**config.mk**
```make
export PLATFORM = sky130hd
export DESIGN_NAME = mem_word_packer
export DESIGN_NICKNAME = d
export VERILOG_FILES = /design/src/rtl/mem_packer_pkg.sv /design/src/rtl/mem_word_packer.sv
export SDC_FILE = /design/constraint.sdc
export NUM_CORES = 1
export LEC_CHECK = 0
export ABC_AREA = 1
export CAP_MARGIN = 10
export CORE_MARGIN = 3
export CORE_UTILIZATION = 53
export CTS_BUF_LIST = sky130_fd_sc_hd__clkbuf_2 sky130_fd_sc_hd__clkbuf_4 sky130_fd_sc_hd__clkbuf_8
export CTS_CLUSTER_SIZE = 40
export DETAILED_ROUTE_END_ITERATION = 7
export PLACE_DENSITY = 0.81
export SLEW_MARGIN = 20
export SYNTH_ARGS = -nofsm -noshare
export SYNTH_HDL_FRONTEND = slang
export SYNTH_SLANG_ARGS = --single-unit
```
**constraint.sdc**
```tcl
create_clock -name clk -period 5.6 [get_ports clk]
set_input_delay 1.12 -clock clk [delete_from_list [all_inputs] [get_ports clk]]
set_output_delay 1.12 -clock clk [all_outputs]
set_load 0.02 [all_outputs]
```
**src/rtl/mem_packer_pkg.sv**
```systemverilog
// Shared types and constants for the 32-to-64-bit memory word packer.
package mem_packer_pkg;

   typedef enum logic [1:0] {
      EMPTY = 2'd0,
      HALF  = 2'd1,
      WRITE = 2'd2
   } state_t;

   localparam int         LINE_BYTES = 8;
   localparam logic [1:0] MASK_LO    = 2'b01;
   localparam logic [1:0] MASK_FULL  = 2'b11;

endpackage

```
**src/rtl/mem_word_packer.sv**
```systemverilog
// Packs pairs of 32-bit words into 64-bit memory line writes; a flush writes
// out a half-filled line with only the low lane enabled.
module mem_word_packer
   import mem_packer_pkg::*;
#(
   parameter int                ADDR_W    = 32,
   parameter logic [ADDR_W-1:0] BASE_ADDR = '0
) (
   input  logic              clk,
   input  logic              reset,
   input  logic              in_valid,
   input  logic [31:0]       in_data,
   output logic              in_ready,
   input  logic              flush,
   output logic              mem_we,
   output logic [ADDR_W-1:0] mem_addr,
   output logic [63:0]       mem_wdata,
   output logic [1:0]        mem_wmask,
   input  logic              mem_ready,
   output logic              pending,
   output logic [15:0]       wr_count
);

   state_t              r_state;
   logic [31:0]         r_lo;
   logic                r_we;
   logic [ADDR_W-1:0]   r_addr;
   logic [63:0]         r_wdata;
   logic [1:0]          r_wmask;
   logic [15:0]         r_wr_count;
   logic                w_xfer;

   // WRITE blocks the producer; reset forces EMPTY, so in_ready reads 1 then.
   assign in_ready  = (r_state != WRITE);
   assign w_xfer    = in_valid & in_ready;
   assign pending   = (r_state == HALF);
   assign mem_we    = r_we;
   assign mem_addr  = r_addr;
   assign mem_wdata = r_wdata;
   assign mem_wmask = r_wmask;
   assign wr_count  = r_wr_count;

   always_ff @(posedge clk or posedge reset) begin
      if (reset) begin
         r_state    <= EMPTY;
         r_lo       <= '0;
         r_we       <= 1'b0;
         r_addr     <= BASE_ADDR;
         r_wdata    <= '0;
         r_wmask    <= 2'b00;
         r_wr_count <= '0;
      end else begin
         case (r_state)
            EMPTY: begin
               if (w_xfer && flush) begin
                  r_state <= WRITE;
                  r_we    <= 1'b1;
                  r_wdata <= {32'h0, in_data};
                  r_wmask <= MASK_LO;
               end else if (w_xfer) begin
                  r_state <= HALF;
                  r_lo    <= in_data;
               end
            end
            HALF: begin
               if (w_xfer) begin
                  r_state <= WRITE;
                  r_we    <= 1'b1;
                  r_wdata <= {in_data, r_lo};
                  r_wmask <= MASK_FULL;
               end else if (flush) begin
                  r_state <= WRITE;
                  r_we    <= 1'b1;
                  r_wdata <= {32'h0, r_lo};
                  r_wmask <= MASK_LO;
               end
            end
            WRITE: begin
               // Line outputs hold until memory takes them; the address wraps.
               if (mem_ready) begin
                  r_state    <= EMPTY;
                  r_we       <= 1'b0;
                  r_wdata    <= '0;
                  r_wmask    <= 2'b00;
                  r_addr     <= r_addr + ADDR_W'(LINE_BYTES);
                  r_wr_count <= r_wr_count + 16'd1;
               end
            end
            default: r_state <= EMPTY;
         endcase
      end
   end

endmodule

```
==> impl_metrics.csv <==
group,metric,value,unit
run_status,status,"finished clean",
drt,avgViaCountPerCell,5.19,
worst_hold_path,worstHoldStart,"mem_wdata[6]",
yosys,synth_top_area_share,0.521,
clock_network,insertion_delay,0.46,ns
sta,worstMarginPinSlew,1.09,ns
yosys,ys_types,26,
sta,report.final.setup_viol,0,
worst_hold_path,whs_endpoint,"mem_wdata[6]",
clock_network,cts_tree,"yes",
yosys,syn_area,0.00697,sq mm
grt,grt_pass1_wl,29000,um
sta,fin_skew,0.0118,ns
final_layout,final_cell_area,0.00893,sq mm
placed_design,port_buffers,150,
clock_network,cts.clk_slew.worst_paths,0.08,ns
grt,antenna_found_initial,1,
clock_network,cts.path.max_buffers,2,
sta,hold_violations,0,
yosys,postSynth.asyncResetShare,1.00,
clock_network,cts_resized,0,
floorplan,start_util,0.548,
yosys,synth_area_leader_cell,"dfrtp_1",
placed_design,dp_hpwl,11800,um
critical_path,reg2reg_from,"r_state[1]",
yosys,synthFlopType,"dfrtp_1",
drt,drc,0,
clock_network,cts.sinks,145,
clock_network,cts_root_buffer,"clkbuf_8",
drt,highest_layer,"met5",
critical_path,cp_max_fo,67,
worst_hold_path,holdPathStages,2,
drt,vias,6236,
yosys,synthCells,879,
drt,met3WireLength,1310,um
pwr,p_per_area,437,mW/mm^2
sta,finalMaxSlewViolations,0,
floorplan,core-area,0.0127,sq mm
drt,firstDrtPassIters,5,
yosys,ys_ff_latch,145,
yosys,synth_area_leaders,"dfrtp_1 (52%), nand2_1 (17%), nand3_1 (6.0%), o21ai_0 (4.9%), nor2_1 (4.4%)",
sta,slew_headroom,0.272,
final_layout,syn2layout_area_growth,28.2,%
sta,period_share,0.589,
yosys,synth_seq_area_share,0.521,
critical_path,cp-start-kind,"input pin",
clock_network,post_cts_buffers,0,
placed_design,placed_cell_area,0.00851,sq mm
pwr,power.leakage,4.36,nW
critical_path,end_kind,"flip-flop",
grt,grtUsageTotal,0.247,
floorplan,rows,41,
yosys,yosysMostFrequentCell,"nand2_1",
sta,finalCriticalPeriod,3.30,ns
floorplan,die_x,121,um
yosys,netlist_top_cells_count,"nand2_1 (314), dfrtp_1 (145), nand3_1 (84)",
worst_hold_path,hp-class,"flip-flop to flip-flop",
final_layout,antennaDiodeCount,0,
drt,met1_length,7560,um
drt,dr_wl_met2,8140,um
drt,drt-initial-drc-count,665,
drt,ant_nets,0,
pwr,ir_drop,0.000270,V
run,max-cap-violations,0,
sta,rsz0062_at_grt,"false",
critical_path,reg2regPathDepth,9,
drt,routed_wl,17300,um
critical_path,ff2ff_setup_slack,2.43,ns
grt,grt_pass1_vias,5883,
final_layout,final_nets,1059,
sta,setup_tns,0,ns
clock_network,cts_buffers,17,
floorplan,io_pins,154,
clock_network,cts_hold_buffers,0,
placed_design,gp_congestion,0.886,
clock_network,h-tree-depth,4,
critical_path,worstPathRequired,5.94,ns
sta,max_freq,303,MHz
critical_path,r2r-end,"mem_wdata[34]",
grt,grt_start_max_net_pins,74,
yosys,synth_edf_count,0,
final_layout,drive_above_1_share,0.0573,
floorplan,die_y,121,um
grt,grt.overflow.total,0,
critical_path,cp.arrival,3.64,ns
floorplan,die_area,0.0146,sq mm
yosys,syn_area_per_cell,7.92,sq um
critical_path,criticalPathCategory,"input pin to flip-flop",
drt,routedWlPerCell,14.4,um
yosys,yosysWarnings,0,
worst max-delay path: stages:
cell and delay, ns:
clkdlybuf4s50_1 0.51, inv_1 0.12, a31oi_4 0.19, buf_4 0.57
nand2_2 0.49, buf_4 0.43, nand2_1 0.11, nand2_1 0.05
layout make-up:
class	count	area (sq um)
clock buffers	18	248
clock inverters	14	165
fillers	1061	3790
flip-flops and latches	145	3630
well taps	172	215
multi-input cells	614	2810
repair buffers	156	1550
inverters	82	313
sequential cells by signal, indices dropped and copies added, names as in the netlist:
name and flops:
r_lo 32, mem_wmask 2, wr_count 16, mem_addr 29, mem_wdata 64, r_state 2
worst max-delay path by stage:
stage | from | end | slack, ns | cells past startpoint
final | flush | mem_wdata[41] | 2.30 | 8
after global routing | flush | mem_wdata[13] | 2.12 | 8
after CTS | flush | mem_wdata[41] | 2.37 | 8
after detailed placement | flush | mem_wdata[45] | 1.89 | 8
after global placement | mem_ready | mem_wdata[18] | 1.95 | 8
after floorplan | reset | mem_addr[10] | 0.59 | 1
layout by cell type (no fill, tap or decap), types with 8 or more instances in the layout:
cell type / count
inv_1: 78
clkdlybuf4s50_1: 150
xnor2_1: 8
o21ai_0: 68
clkbuf_8: 18
nor2_1: 81
nand3b_1: 9
nand4_1: 8
xor2_1: 14
nand3_1: 83
dfrtp_1: 145
nand2_1: 313
metrics by stage:
step,total power [W],worst slack (ns),hold slack [ns],util,std cells
after floorplan,0.00252,0.585,0.453,-,881
after global placement,0.00303,1.95,0.454,0.669,1169
after detailed placement,0.00307,1.89,0.458,0.669,1169
after CTS,0.00392,2.37,0.478,0.701,1201
after global routing,0.00418,2.12,0.495,0.702,1201
final,0.00391,2.30,0.473,0.702,1201
per-layer routing:
metal	global-route usage	up-vias
li1	-	3004
met1	0.344	2942
met2	0.381	256
met3	0.0585	32
met4	0.0899	2
met5	0	-
cells by family (layout without fill, tap and decap cells):
logic type / after synthesis / after routing / synth area share
xor+xnor: 22 / 22 / 0.0277
fa+ha+maj: 6 / 6 / 0.0108
buf+inv: 122 / 270 / 0.0794
compound gates: 72 / 72 / 0.0548
simple gates: 511 / 511 / 0.306
other cells: 1 / 3 / 0.000538
flops: 145 / 145 / 0.521
report_power, final:
| part | internal (W) | switching, W | leakage, nW |
|---|---|---|---|
| registers | 0.00133 | 0.000188 | 1.89 |
| logic | 0.000567 | 0.000964 | 2.27 |
| clock network | 0.000449 | 0.000409 | 0.196 |
| total | 0.00235 | 0.00156 | 4.36 |
No activity file was read; power rests on OpenSTA's default activity.
